===== src/rtl/mem_arb_if.sv =====
// Fetch, load/store and shared-memory channels of the memory arbiter.
// The slave modport is the arbiter's view; master is the requesters' and memory's view.
interface mem_arb_if #(
    parameter int ADDR_W = 32,
    parameter int DATA_W = 32
);
    logic              ifu_req_valid;
    logic              ifu_req_ready;
    logic [ADDR_W-1:0] ifu_addr;
    logic              ifu_resp_valid;
    logic [DATA_W-1:0] ifu_rdata;
    logic              ifu_resp_err;

    logic              lsu_req_valid;
    logic              lsu_req_ready;
    logic [ADDR_W-1:0] lsu_addr;
    logic              lsu_we;
    logic [DATA_W-1:0] lsu_wdata;
    logic [3:0]        lsu_wmask;
    logic              lsu_resp_valid;
    logic [DATA_W-1:0] lsu_rdata;
    logic              lsu_resp_err;

    logic              mem_req_valid;
    logic              mem_req_ready;
    logic [ADDR_W-1:0] mem_addr;
    logic              mem_we;
    logic [DATA_W-1:0] mem_wdata;
    logic [3:0]        mem_wmask;
    logic              mem_resp_valid;
    logic [DATA_W-1:0] mem_rdata;

    modport slave (
        input  ifu_req_valid, ifu_addr,
        input  lsu_req_valid, lsu_addr, lsu_we, lsu_wdata, lsu_wmask,
        input  mem_req_ready, mem_resp_valid, mem_rdata,
        output ifu_req_ready, ifu_resp_valid, ifu_rdata, ifu_resp_err,
        output lsu_req_ready, lsu_resp_valid, lsu_rdata, lsu_resp_err,
        output mem_req_valid, mem_addr, mem_we, mem_wdata, mem_wmask
    );

    modport master (
        output ifu_req_valid, ifu_addr,
        output lsu_req_valid, lsu_addr, lsu_we, lsu_wdata, lsu_wmask,
        output mem_req_ready, mem_resp_valid, mem_rdata,
        input  ifu_req_ready, ifu_resp_valid, ifu_rdata, ifu_resp_err,
        input  lsu_req_ready, lsu_resp_valid, lsu_rdata, lsu_resp_err,
        input  mem_req_valid, mem_addr, mem_we, mem_wdata, mem_wmask
    );
endinterface


===== src/rtl/mem_arb.sv =====
// Round-robin arbiter sharing one memory port between instruction fetch and load/store,
// with a single outstanding transaction and a per-transaction timeout.
module mem_arb #(
    parameter int ADDR_W  = 32,
    parameter int DATA_W  = 32,
    parameter int TIMEOUT = 255
) (
    input  logic     clk,
    input  logic     rst,
    mem_arb_if.slave bus
);
    typedef enum logic [1:0] {S_IDLE, S_REQ, S_WAIT, S_RESP} state_t;
    typedef enum logic {OWN_IFU = 1'b0, OWN_LSU = 1'b1} owner_t;

    state_t            state_q, state_d;
    owner_t            owner_q, last_grant_q;
    logic [7:0]        cnt_q;
    logic [ADDR_W-1:0] addr_q;
    logic              we_q;
    logic [DATA_W-1:0] wdata_q;
    logic [3:0]        wmask_q;
    logic [DATA_W-1:0] rdata_q;
    logic              err_q;

    logic grant_ifu, grant_lsu, accept, in_flight, timeout_hit, mem_done;
    logic resp_ifu, resp_lsu;

    // Readies are gated by rst so nothing is granted while reset is held.
    always_comb begin
        // NOTE: every signal driven here gets a default first; a branch that skipped one would infer a latch.
        grant_ifu = 1'b0;
        grant_lsu = 1'b0;
        if (state_q == S_IDLE && !rst) begin
            if (bus.ifu_req_valid && bus.lsu_req_valid) begin
                grant_ifu = (last_grant_q == OWN_LSU);
                grant_lsu = (last_grant_q == OWN_IFU);
            end else begin
                grant_ifu = bus.ifu_req_valid;
                grant_lsu = bus.lsu_req_valid;
            end
        end
    end

    assign accept      = grant_ifu | grant_lsu;
    assign in_flight   = (state_q == S_REQ) || (state_q == S_WAIT);
    assign timeout_hit = ({1'b0, cnt_q} + 9'd1) == 9'(TIMEOUT);
    assign mem_done    = (state_q == S_WAIT) && bus.mem_resp_valid;

    // A response in the final WAIT cycle beats the timeout.
    always_comb begin
        state_d = state_q;
        case (state_q)
            S_IDLE: if (accept) state_d = S_REQ;
            S_REQ: begin
                if (timeout_hit)            state_d = S_RESP;
                else if (bus.mem_req_ready) state_d = S_WAIT;
            end
            S_WAIT: if (mem_done || timeout_hit) state_d = S_RESP;
            S_RESP: state_d = S_IDLE;
            default: state_d = S_IDLE;
        endcase
    end

    // NOTE: registers use non-blocking assignments so every flop samples pre-edge values.
    always_ff @(posedge clk or posedge rst) begin
        if (rst) begin
            state_q      <= S_IDLE;
            owner_q      <= OWN_IFU;
            last_grant_q <= OWN_LSU;
            cnt_q        <= '0;
            addr_q       <= '0;
            we_q         <= 1'b0;
            wdata_q      <= '0;
            wmask_q      <= '0;
            rdata_q      <= '0;
            err_q        <= 1'b0;
        end else begin
            state_q <= state_d;
            if (accept) begin
                owner_q      <= grant_lsu ? OWN_LSU : OWN_IFU;
                last_grant_q <= grant_lsu ? OWN_LSU : OWN_IFU;
                cnt_q        <= '0;
                addr_q       <= grant_lsu ? bus.lsu_addr : bus.ifu_addr;
                we_q         <= grant_lsu & bus.lsu_we;
                wdata_q      <= grant_lsu ? bus.lsu_wdata : '0;
                wmask_q      <= grant_lsu ? bus.lsu_wmask : '0;
            end else if (in_flight) begin
                cnt_q <= cnt_q + 8'd1;
            end
            if (mem_done) begin
                rdata_q <= bus.mem_rdata;
                err_q   <= 1'b0;
            end else if (in_flight && timeout_hit) begin
                rdata_q <= '0;
                err_q   <= 1'b1;
            end
        end
    end

    assign resp_ifu = (state_q == S_RESP) && (owner_q == OWN_IFU);
    assign resp_lsu = (state_q == S_RESP) && (owner_q == OWN_LSU);

    assign bus.ifu_req_ready  = grant_ifu;
    assign bus.ifu_resp_valid = resp_ifu;
    assign bus.ifu_rdata      = resp_ifu ? rdata_q : '0;
    assign bus.ifu_resp_err   = resp_ifu & err_q;

    assign bus.lsu_req_ready  = grant_lsu;
    assign bus.lsu_resp_valid = resp_lsu;
    assign bus.lsu_rdata      = resp_lsu ? rdata_q : '0;
    assign bus.lsu_resp_err   = resp_lsu & err_q;

    assign bus.mem_req_valid  = (state_q == S_REQ);
    assign bus.mem_addr       = addr_q;
    assign bus.mem_we         = we_q;
    assign bus.mem_wdata      = wdata_q;
    assign bus.mem_wmask      = wmask_q;
endmodule


===== src/flat_wrapper.sv =====
// flat-port wrapper written by rule: the top's interface ports become plain ports
module mem_arb_flat 
#(
    parameter int ADDR_W  = 32,
    parameter int DATA_W  = 32,
    parameter int TIMEOUT = 255
)
  (clk, rst, bus_ifu_req_valid, bus_ifu_addr, bus_lsu_req_valid, bus_lsu_addr, bus_lsu_we, bus_lsu_wdata, bus_lsu_wmask, bus_mem_req_ready, bus_mem_resp_valid, bus_mem_rdata, bus_ifu_req_ready, bus_ifu_resp_valid, bus_ifu_rdata, bus_ifu_resp_err, bus_lsu_req_ready, bus_lsu_resp_valid, bus_lsu_rdata, bus_lsu_resp_err, bus_mem_req_valid, bus_mem_addr, bus_mem_we, bus_mem_wdata, bus_mem_wmask);
  mem_arb_if #(.ADDR_W(ADDR_W), .DATA_W(DATA_W)) bus_i ();
  input  logic clk;
  input  logic rst;
  input wire logic [$bits(bus_i.ifu_req_valid)-1:0] bus_ifu_req_valid;
  input wire logic [$bits(bus_i.ifu_addr)-1:0] bus_ifu_addr;
  input wire logic [$bits(bus_i.lsu_req_valid)-1:0] bus_lsu_req_valid;
  input wire logic [$bits(bus_i.lsu_addr)-1:0] bus_lsu_addr;
  input wire logic [$bits(bus_i.lsu_we)-1:0] bus_lsu_we;
  input wire logic [$bits(bus_i.lsu_wdata)-1:0] bus_lsu_wdata;
  input wire logic [$bits(bus_i.lsu_wmask)-1:0] bus_lsu_wmask;
  input wire logic [$bits(bus_i.mem_req_ready)-1:0] bus_mem_req_ready;
  input wire logic [$bits(bus_i.mem_resp_valid)-1:0] bus_mem_resp_valid;
  input wire logic [$bits(bus_i.mem_rdata)-1:0] bus_mem_rdata;
  output wire logic [$bits(bus_i.ifu_req_ready)-1:0] bus_ifu_req_ready;
  output wire logic [$bits(bus_i.ifu_resp_valid)-1:0] bus_ifu_resp_valid;
  output wire logic [$bits(bus_i.ifu_rdata)-1:0] bus_ifu_rdata;
  output wire logic [$bits(bus_i.ifu_resp_err)-1:0] bus_ifu_resp_err;
  output wire logic [$bits(bus_i.lsu_req_ready)-1:0] bus_lsu_req_ready;
  output wire logic [$bits(bus_i.lsu_resp_valid)-1:0] bus_lsu_resp_valid;
  output wire logic [$bits(bus_i.lsu_rdata)-1:0] bus_lsu_rdata;
  output wire logic [$bits(bus_i.lsu_resp_err)-1:0] bus_lsu_resp_err;
  output wire logic [$bits(bus_i.mem_req_valid)-1:0] bus_mem_req_valid;
  output wire logic [$bits(bus_i.mem_addr)-1:0] bus_mem_addr;
  output wire logic [$bits(bus_i.mem_we)-1:0] bus_mem_we;
  output wire logic [$bits(bus_i.mem_wdata)-1:0] bus_mem_wdata;
  output wire logic [$bits(bus_i.mem_wmask)-1:0] bus_mem_wmask;
  assign bus_i.ifu_req_valid = bus_ifu_req_valid;
  assign bus_i.ifu_addr = bus_ifu_addr;
  assign bus_i.lsu_req_valid = bus_lsu_req_valid;
  assign bus_i.lsu_addr = bus_lsu_addr;
  assign bus_i.lsu_we = bus_lsu_we;
  assign bus_i.lsu_wdata = bus_lsu_wdata;
  assign bus_i.lsu_wmask = bus_lsu_wmask;
  assign bus_i.mem_req_ready = bus_mem_req_ready;
  assign bus_i.mem_resp_valid = bus_mem_resp_valid;
  assign bus_i.mem_rdata = bus_mem_rdata;
  assign bus_ifu_req_ready = bus_i.ifu_req_ready;
  assign bus_ifu_resp_valid = bus_i.ifu_resp_valid;
  assign bus_ifu_rdata = bus_i.ifu_rdata;
  assign bus_ifu_resp_err = bus_i.ifu_resp_err;
  assign bus_lsu_req_ready = bus_i.lsu_req_ready;
  assign bus_lsu_resp_valid = bus_i.lsu_resp_valid;
  assign bus_lsu_rdata = bus_i.lsu_rdata;
  assign bus_lsu_resp_err = bus_i.lsu_resp_err;
  assign bus_mem_req_valid = bus_i.mem_req_valid;
  assign bus_mem_addr = bus_i.mem_addr;
  assign bus_mem_we = bus_i.mem_we;
  assign bus_mem_wdata = bus_i.mem_wdata;
  assign bus_mem_wmask = bus_i.mem_wmask;
  mem_arb #(.ADDR_W(ADDR_W), .DATA_W(DATA_W), .TIMEOUT(TIMEOUT)) u_core (.clk(clk), .rst(rst), .bus(bus_i));
endmodule

===== config.mk =====
export PLATFORM = sky130hd
export DESIGN_NAME = mem_arb_flat
export DESIGN_NICKNAME = d
export VERILOG_FILES = /design/src/rtl/mem_arb_if.sv /design/src/rtl/mem_arb.sv /design/src/flat_wrapper.sv
export SDC_FILE = /design/constraint.sdc
export NUM_CORES = 1
export LEC_CHECK = 0
export BUFFER_PORTS_ARGS = -buffer_cell sky130_fd_sc_hd__buf_4
export CORE_MARGIN = 4
export CORE_UTILIZATION = 35
export CTS_BUF_LIST = sky130_fd_sc_hd__clkbuf_16
export CTS_CLUSTER_DIAMETER = 200
export DETAILED_ROUTE_END_ITERATION = 12
export PLACE_DENSITY = 0.62
export SYNTH_ARGS = -nofsm -noshare
export SYNTH_HDL_FRONTEND = slang
export SYNTH_SLANG_ARGS = --single-unit

===== constraint.sdc =====
create_clock -name clk -period 3.56 [get_ports clk]
set_input_delay 0.178 -clock clk [delete_from_list [all_inputs] [get_ports clk]]
set_output_delay 0.178 -clock clk [all_outputs]
set_load 0.02 [all_outputs]

==> results.cfg, run 1 <==
[logic_synthesis]
syn_inst = 572
synth_seq_area_share_pct = 53.5
synth.distinct_cells = 40
syn_area_um2 = 5340
synth_top_flop_cell = dfrtp_1
synthesis.nets = 718
postSynth.asyncResetShare_pct = 100
yosys_warnings = 0
synth_seq_cells = 114
synth_edf_count = 0
syn_area_per_cell_um2 = 9.33

[place]
dp_hpwl_um = 12700
place.gp.congestion = 0.812
place_ws_ns = 1.10
dpl_cell_area_um2 = 7570
io_buffers = 278

[finish]
diodes = 0
area_growth_syn_to_layout_pct = 65.2
final_area_um2 = 8820
drive_gt1_share_pct = 35.6
fillerInstances = 1255
nets = 1050

[floorplanning]
dieArea_um2 = 17300
core-area_um2 = 14800
row_count = 44
start_util_pct = 36.2
ios = 279
die_x_um = 131
die_h_um = 131

[critical_path]
crit_type = flip-flop to output port
crit_path_frequent_cell = buf_4
slowest_stage = dfrtp_1
crit_fanout = 58
crit_buf_inv = 5
worstPathRequired_ns = 3.38
cp_cell_sequence = inv_1 -> ha_1 -> nor2b_1 -> nand3_1 -> buf_4 -> inv_2 -> buf_12 -> buf_4
worst_setup_path_end_kind = output port
crit_family = buffers and inverters
critPathLaunchType = flip-flop
crit_arrival_ns = 2.75
max_stage_delay_ns = 0.41

[sta]
clock_skew_ns = 0.0138
drv_slew = 0
fin_crit_sh_pct = 82.2
fmax_ghz = 0.342
tightestPinTransition_ns = 1.13
tns_ns = 0
setup_viol = 0
period_minus_slack_ns = 2.93
setup_slack_ns = 0.635
holdWs_ns = -0.0187
rsz0062_at_grt = no
slew_headroom_pct = 24.9
hold_violations = 41

[global_routing]
grtUsageTotal_pct = 20.4
grt_pass1_vias = 5579
grt_max_degree = 73
grt_remaining_overflow = 0
antenna_found_initial = 0
grt_pass1_wl_um = 28700

[power_and_ir_drop]
total_power_mw = 7.02
p_leak_nw = 4.48
ir_drop_uv = 391
power.density_nw_per_um2 = 796

[clock_network]
hold_buffers = 69
htreeDepth = 4
clockRootBuffer = clkbuf_16
postCtsSetupRepairBufs = 0
clkTransAtPathRegs_ns = 0.05
cts_resized = 0
clock_sinks = 114
clock_path_buffers = 2
clock_latency_ns = 0.42
tritoncts = yes
cts_made_buffers = 17

[drt]
drc_errors = 0
wl_per_cell_um = 16.1
ant_nets = 0
dr_total_vias = 5413
via_per_inst = 4.93
firstDrtPassIters = 4
drt_iter0_markers = 188
wirelength_um = 17700

[run]
drv_cap = 0

[min_path]
hold_path.class = primary input to asynchronous set/reset pin

[status]
violations = negative hold slack
status = finished with violations
[power breakdown]
| group | leakage (nW) | internal, mW | switching [mW] |
|---|---|---|---|
| clock | 0.293 | 1.07 | 0.547 |
| sequential | 1.40 | 1.89 | 0.412 |
| combinational | 2.79 | 1.36 | 1.75 |
| total | 4.48 | 4.32 | 2.71 |
[flip-flops by register name (all words and copies together) (netlist names)]
| signal | flops |
|---|---|
| u_core.cnt_q | 8 |
| u_core.bus.mem_we | 1 |
| u_core.bus.mem_addr | 32 |
| u_core.owner_q | 1 |
| u_core.last_grant_q | 1 |
| u_core.bus.mem_wmask | 4 |
| u_core.bus.mem_wdata | 32 |
| u_core.rdata_q | 32 |
| u_core.state_q | 2 |
| u_core.err_q | 1 |
[cell type report]
cell class | count | area, µm² | share of cell area, %
Timing Repair Buffer | 356 | 2860 | 32.4
Sequential cell | 114 | 2850 | 32.4
Multi-Input combinational cell | 406 | 2280 | 25.9
Clock buffer | 17 | 425 | 4.82
Tap cell | 184 | 230 | 2.61
Clock inverter | 13 | 131 | 1.49
Inverter | 9 | 36.3 | 0.411
[metal layers]
layer / vias up / wire length, µm / GRT usage (%) / part of all wire [%]
li1: 2619 / - / - / -
met1: 2522 / 7080 / 23.4 / 40
met2: 246 / 8580 / 34.2 / 49
met3: 26 / 1640 / 8.98 / 9.3
met4: 0 / 346 / 6.48 / 2.0
met5: - / 0 / 0 / 0
[kinds of logic after synthesis]
group	count (synthesis)	share of synthesized area [%]
compound gates	128	17.0
xor+xnor	5	0.821
fa+ha+maj	7	1.64
buf+inv	52	4.10
flops	114	53.5
simple gates	266	23.0
[synth_stat cells, types with 2 or more instances]
| cell type | n | area (µm²) |
|---|---|---|
| xor2_1 | 3 | 26.3 |
| ha_1 | 7 | 87.6 |
| nand2_1 | 140 | 526 |
| buf_6 | 3 | 33.8 |
| nor2b_1 | 3 | 18.8 |
| o21ai_1 | 4 | 20.0 |
| or3_1 | 2 | 12.5 |
| clkbuf_1 | 39 | 146 |
| a22o_1 | 37 | 324 |
| xnor2_1 | 2 | 17.5 |
| o21a_1 | 2 | 15.0 |
| o21ai_2 | 7 | 61.3 |
| a31oi_1 | 32 | 200 |
| and2_1 | 35 | 219 |
| o21ai_0 | 28 | 140 |
| nand4_1 | 3 | 18.8 |
| nor2_1 | 41 | 154 |
| nand3b_1 | 2 | 15.0 |
| a21oi_1 | 7 | 35.0 |
| nand3_1 | 2 | 10.0 |
| inv_1 | 8 | 30.0 |
| dfrtp_1 | 113 | 2830 |
| o211ai_1 | 2 | 15.0 |
| and3_1 | 34 | 213 |
[per-stage QoR]
stage                     utilization (%)  cells
final                                59.8   1099
after CTS                            59.8   1099
after global routing                 59.8   1099
after global placement               51.3   1000
after floorplan                         -    572
after detailed placement             51.3   1000
[final timing paths]
kind / start / to / slack, ns / cells past startpoint
worst max-delay path: u_core.state_q[1]$_DFFE_PP0P_ / bus_lsu_req_ready / 0.63 / 8
worst min-delay path: rst / u_core.cnt_q[0]$_DFFE_PP0P_ / -0.02 / 2
worst max register to register: u_core.state_q[1]$_DFFE_PP0P_ / u_core.bus.mem_addr[16]$_DFFE_PP0N_ / 1.09 / 9
worst min register to register: u_core.last_grant_q$_DFFE_PP1N_ / u_core.last_grant_q$_DFFE_PP1N_ / 0.48 / 2
max in group asynchronous: rst / u_core.bus.mem_wdata[2]$_DFFE_PP0N_ / 2.73 / 3
min in group clk: bus_lsu_addr[13] / u_core.bus.mem_addr[13]$_DFFE_PP0N_ / 0.02 / 3
[placed cells by master (no fill, tap or decap), types with 2 or more instances in the layout]
cell           Yosys  final
a22o_1            37     37
nand3b_1           2      2
and2_1            35     35
o211ai_1           2      2
dfrtp_1          113    113
a21oi_1            7      7
nand2_1          140    140
ha_1               7      7
o21ai_2            7      7
nor2b_1            3      2
o21ai_0           28     28
bufinv_16          0      3
a31oi_1           32     32
nand3_1            2      2
xor2_1             3      3
inv_1              8     12
clkinv_2           0      3
dlygate4sd3_1      0     69
clkinv_1           0      2
o21a_1             2      2
o21ai_1            4      3
and3_1            34     34
xnor2_1            2      2
buf_4              0    286
nor2_1            41     41
or3_1              2      2
clkbuf_16          0     17
nand4_1            3      3
Note: power is estimated with default switching activity, not from simulation.
==> run 2: changes to the inputs <==
--- a/config.mk
+++ b/config.mk
@@ -11,7 +11,7 @@
 export CTS_BUF_LIST = sky130_fd_sc_hd__clkbuf_16
 export CTS_CLUSTER_DIAMETER = 200
 export DETAILED_ROUTE_END_ITERATION = 12
-export PLACE_DENSITY = 0.62
+export PLACE_DENSITY = 0.64
 export SYNTH_ARGS = -nofsm -noshare
 export SYNTH_HDL_FRONTEND = slang
 export SYNTH_SLANG_ARGS = --single-unit
==> constraint.sdc (replaced) <==
create_clock -name clk -period 2.5 [get_ports clk]
set_input_delay 0.125 -clock clk [delete_from_list [all_inputs] [get_ports clk]]
set_output_delay 0.125 -clock clk [all_outputs]
set_load 0.02 [all_outputs]
==> run 2 against run 1 <==
First-iteration DRC count increased by 40%. Clock power increased by 44%. Largest power group unchanged. Critical path type is now flip-flop to flip-flop. Final cell count increased by 7.1%. Register-to-register slack got worse by 1.0 ns. The run now ends clean. Setup slack got worse by 0.54 ns. Sequential power increased by 45%. Highest routed layer unchanged. Total power increased by 50%. Flip-flop and latch count unchanged. Critical endpoint is now u_core.bus.mem_addr[8]$_DFFE_PP0N_.
==> results.cfg, run 2 (synthesized netlist as in run 1, its figures left out) <==
[sta]
hold_violations = 0
tightestPinTransition_ns = 1.02
setup_viol = 0
fin_crit_sh_pct = 96.3
tns_ns = 0
slew_headroom_pct = 31.9
rsz0062_at_grt = no
clock_skew_ns = 0.00744
drv_slew = 0
fmax_ghz = 0.415
period_minus_slack_ns = 2.41
holdWs_ns = 0.262

[clock_network]
clockRootBuffer = clkbuf_16
cts_made_buffers = 17
clock_path_buffers = 2
clock_latency_ns = 0.41
tritoncts = yes
htreeDepth = 4
clock_sinks = 114
clkTransAtPathRegs_ns = 0.06

[drt]
drc_errors = 0
via_per_inst = 5.01
dr_total_vias = 5900
ant_nets = 0
drt_iter0_markers = 263
firstDrtPassIters = 5
wirelength_um = 20300
wl_per_cell_um = 17.2

[critical_path]
worstPathRequired_ns = 2.84
worst_setup_path_end_kind = flip-flop
crit_type = flip-flop to flip-flop
crit_arrival_ns = 2.75
critPathLaunchType = flip-flop
crit_fanout = 17

[finish]
final_common_cell = buf_4
fin_cells = 1177
final_area_um2 = 9630
final_cell_mix = buf_4, nand2_1, dlygate4sd3_1
fillerInstances = 1144
area_growth_syn_to_layout_pct = 80.4
nets = 1123
drive_gt1_share_pct = 34.6

[place]
dp_hpwl_um = 13200
dp.cells = 1006
place.gp.congestion = 0.800
io_buffers = 278
dpl_cell_area_um2 = 7650

[global_routing]
grt_pass1_vias = 6189
grtUsageTotal_pct = 23.1
grt_max_degree = 66
grt_pass1_wl_um = 32600
grt_remaining_overflow = 0
antenna_found_initial = 3

[status]
status = finished, final reports clean

[run]
drv_cap = 0

[power_and_ir_drop]
ir_drop_uv = 637
total_power_mw = 10.5
p_leak_nw = 4.77
power.density_nw_per_um2 = 1090

[floorplanning]
row_count = 44
die_h_um = 131
core-area_um2 = 14800
start_util_pct = 36.2
die_x_um = 131
dieArea_um2 = 17300
ios = 279

[min_path]
hold_path.class = primary input to flip-flop
==> run 2: cell types whose count changed in the layout (fill, tap and decap cells not counted), sizes merged <==
cell and change:
buf +7, bufinv -1, clkbuf +1, clkinv +2, clkinvlp +5, diode +3, dlygate4sd3 +65, inv -4
==> run 2: area by class of cell <==
class	count	area [µm²]	area share [%]
Multi-Input combinational cell	406	2280	23.7
Clock buffer	17	425	4.42
Tap cell	184	230	2.39
Sequential cell	114	2860	29.7
Clock inverter	15	143	1.48
Antenna cell	3	7.51	0.0780
Inverter	9	42.5	0.442
Timing Repair Buffer	429	3640	37.8
==> run 2: critical path, stage by stage (launching register included) <==
cell and delay [ns]:
dfrtp_2 0.44, inv_2 0.10, ha_1 0.19, nor2b_1 0.19, buf_4 0.16, nor2b_4 0.22, buf_12 0.18, nor2_1 0.08
a31oi_1 0.20, dlygate4sd3_1 0.58
==> run 2: metal layers <==
metal	global-route usage (%)	share of wire, %	vias to the layer above
met1	26.4	39	2784
li1	-	-	2779
met5	0	0	-
met3	7.42	8.4	46
met4	10.3	3.0	0
met2	39.5	49	291
==> run 2: per-stage QoR <==
step	utilization, %	worst slack (ns)
floorplan	-	0.536
global placement	51.9	0.474
detailed placement	51.9	0.354
CTS	64.8	0.0300
global route	65.2	0.00688
finish	65.2	0.0917
==> run 2: what timing repair did <==
item,in CTS,in global routing
setup endpoints to repair,0,17
hold buffers,134,0
buffers inserted,0,1
hold endpoints to repair,115,0
gates resized for setup,0,11
==> run 2: final timing paths <==
kind | start | end | slack [ns] | cells after the start
max | u_core.state_q[0]$_DFFE_PP0P_ | u_core.bus.mem_addr[8]$_DFFE_PP0N_ | 0.09 | 9
min | bus_mem_resp_valid | u_core.rdata_q[23]$_DFFE_PP0P_ | 0.26 | 4
max reg2reg | u_core.state_q[0]$_DFFE_PP0P_ | u_core.bus.mem_addr[8]$_DFFE_PP0N_ | 0.09 | 9
min reg2reg | u_core.last_grant_q$_DFFE_PP1N_ | u_core.last_grant_q$_DFFE_PP1N_ | 0.47 | 2
max in group asynchronous | rst | u_core.rdata_q[10]$_DFFE_PP0P_ | 1.45 | 4
min in group asynchronous | rst | u_core.cnt_q[1]$_DFFE_PP0P_ | 0.28 | 3
==> run 2: report_power, final <==
| group | leakage (nW) | internal, mW | switching [mW] |
|---|---|---|---|
| registers | 1.40 | 2.69 | 0.641 |
| clock network | 0.272 | 1.45 | 0.865 |
| logic | 3.10 | 2.25 | 2.62 |
==> run 3: changes to the inputs <==
--- a/config.mk
+++ b/config.mk
@@ -5,13 +5,13 @@
 export SDC_FILE = /design/constraint.sdc
 export NUM_CORES = 1
 export LEC_CHECK = 0
-export BUFFER_PORTS_ARGS = -buffer_cell sky130_fd_sc_hd__buf_4
 export CORE_MARGIN = 4
 export CORE_UTILIZATION = 35
 export CTS_BUF_LIST = sky130_fd_sc_hd__clkbuf_16
 export CTS_CLUSTER_DIAMETER = 200
 export DETAILED_ROUTE_END_ITERATION = 12
-export PLACE_DENSITY = 0.64
+export DONT_BUFFER_PORTS = 1
+export PLACE_DENSITY = 0.48
 export SYNTH_ARGS = -nofsm -noshare
 export SYNTH_HDL_FRONTEND = slang
 export SYNTH_SLANG_ARGS = --single-unit
==> run 3 against run 2 <==
Clock skew down 0.0018 ns. Largest cell class is now flip-flops and latches. Non-clock buffer count decreased by 276. Final cell count shrank 24%. Utilization is 14 points lower. Register-to-register slack improved by 0.097 ns.
==> results.cfg, run 3 (synthesized netlist as in run 1, its figures left out) <==
[floorplanning]
start_util_pct = 36.2
ios = 279
die_h_um = 131
dieArea_um2 = 17300
row_count = 44
core-area_um2 = 14800
die_x_um = 131

[clock_network]
clock_path_buffers = 2
clock_sinks = 114
clkTransAtPathRegs_ns = 0.06
cts_made_buffers = 17
tritoncts = yes
clockRootBuffer = clkbuf_16
htreeDepth = 4
clock_latency_ns = 0.41

[sta]
clock_skew_ns = 0.00569
drv_slew = 0
setup_viol = 0
tightestPinTransition_ns = 1.06
hold_violations = 0
rsz0062_at_grt = no
holdWs_ns = 0.147
tns_ns = 0
fmax_ghz = 0.433
period_minus_slack_ns = 2.31
fin_crit_sh_pct = 92.5
slew_headroom_pct = 29.0

[critical_path]
r2r_setup_slack_ns = 0.19
crit_type = flip-flop to flip-flop
crit_fanout = 72
critPathLaunchType = flip-flop
worst_setup_path_end_kind = flip-flop
r2r-start = u_core.state_q[1]$_DFFE_PP0P_
crit_arrival_ns = 2.66
reg2reg_to = u_core.bus.mem_addr[28]$_DFFE_PP0N_
r2r_cells = 8
worstPathRequired_ns = 2.85

[drt]
firstDrtPassIters = 4
via_per_inst = 5.34
dr_total_vias = 4797
dr.max_layer_used = met4
wirelength_um = 16800
wl_met1_um = 7060
drt_iter0_markers = 212
wl_per_cell_um = 18.7
route.met2.wl_um = 7960
ant_nets = 0
met3_length_um = 1380
drc_errors = 0

[power_and_ir_drop]
power.density_nw_per_um2 = 1200
ir_drop_uv = 661
p_leak_nw = 3.40
total_power_mw = 9.07

[status]
status = finished, final reports clean

[finish]
drive_gt1_share_pct = 9.80
diodes = 0
area_growth_syn_to_layout_pct = 41.4
nets = 847
fin_util_pct = 51.2
final_common_cell = nand2_1
fin_cells = 898
final_cell_mix = nand2_1, dlygate4sd3_1, dfrtp_1

[place]
io_buffers = 0
dp_hpwl_um = 10700
dp.cells = 728
place.gp.congestion = 0.782

[global_routing]
grtUsageTotal_pct = 18.9
antenna_found_initial = 0
grt_remaining_overflow = 0
grt_max_degree = 73
grt_pass1_vias = 4923
grt_pass1_wl_um = 26500

[run]
drv_cap = 0

[min_path]
hp-start = bus_mem_resp_valid
hold_path.class = primary input to flip-flop
hold_path_depth = 4
whs_endpoint = u_core.state_q[0]$_DFFE_PP0P_
run 3: where the power goes:
group / switching, mW / leakage [nW] / internal (mW)
clock: 0.888 / 0.261 / 1.37
sequential: 1.37 / 1.40 / 2.68
combinational: 1.55 / 1.73 / 1.21
total: 3.81 / 3.40 / 5.26
run 3: worst max path at each step:
stage | startpoint | end | slack, ns
floorplan | u_core.cnt_q[1]$_DFFE_PP0P_ | u_core.rdata_q[11]$_DFFE_PP0P_ | 0.54
global placement | u_core.cnt_q[0]$_DFFE_PP0P_ | u_core.rdata_q[21]$_DFFE_PP0P_ | 0.46
detailed placement | u_core.cnt_q[0]$_DFFE_PP0P_ | u_core.rdata_q[26]$_DFFE_PP0P_ | 0.37
CTS | u_core.state_q[1]$_DFFE_PP0P_ | u_core.bus.mem_addr[13]$_DFFE_PP0N_ | 0.02
global route | u_core.state_q[1]$_DFFE_PP0P_ | u_core.bus.mem_addr[31]$_DFFE_PP0N_ | 0.03
finish | u_core.state_q[1]$_DFFE_PP0P_ | u_core.bus.mem_addr[28]$_DFFE_PP0N_ | 0.19
run 3: repair_timing:
item | CTS | global route
setup buffers | 0 | 2
hold endpoints to repair | 118 | 0
endpoints found under the setup margin | 1 | 12
gates cloned | 0 | 2
pin swaps | 0 | 0
hold buffers | 134 | 0
resized for setup | 1 | 5
run 3: area by class of cell:
type | instances | area [µm²]
Sequential cell | 114 | 2850
Clock inverter | 15 | 134
Timing Repair Buffer | 153 | 1570
Tap cell | 184 | 230
Fill cell | 1280 | 7200
Inverter | 9 | 40.0
Multi-Input combinational cell | 406 | 2290
Clock buffer | 17 | 425
run 3: layer usage:
layer  vias up  GRT usage, %
met5         -             0
met4         0          6.65
met3        30          7.26
met2       251          31.7
met1      2292          22.4
li1       2224             -
run 3: worst max-delay path, stage by stage (launching register included):
cell and delay (ns):
dfrtp_1 0.42, inv_2 0.12, ha_1 0.19, nor2b_4 0.21, nor2b_4 0.19, buf_12 0.27, nor2_1 0.09, a31oi_1 0.17
dlygate4sd3_1 0.57
run 3: metrics by stage:
stage / area (µm²) / worst slack, ns
after floorplan: 5340 / 0.536
after global placement: 5570 / 0.460
after detailed placement: 5570 / 0.374
after CTS: 7470 / 0.0226
after global routing: 7550 / 0.0341
final: 7550 / 0.188
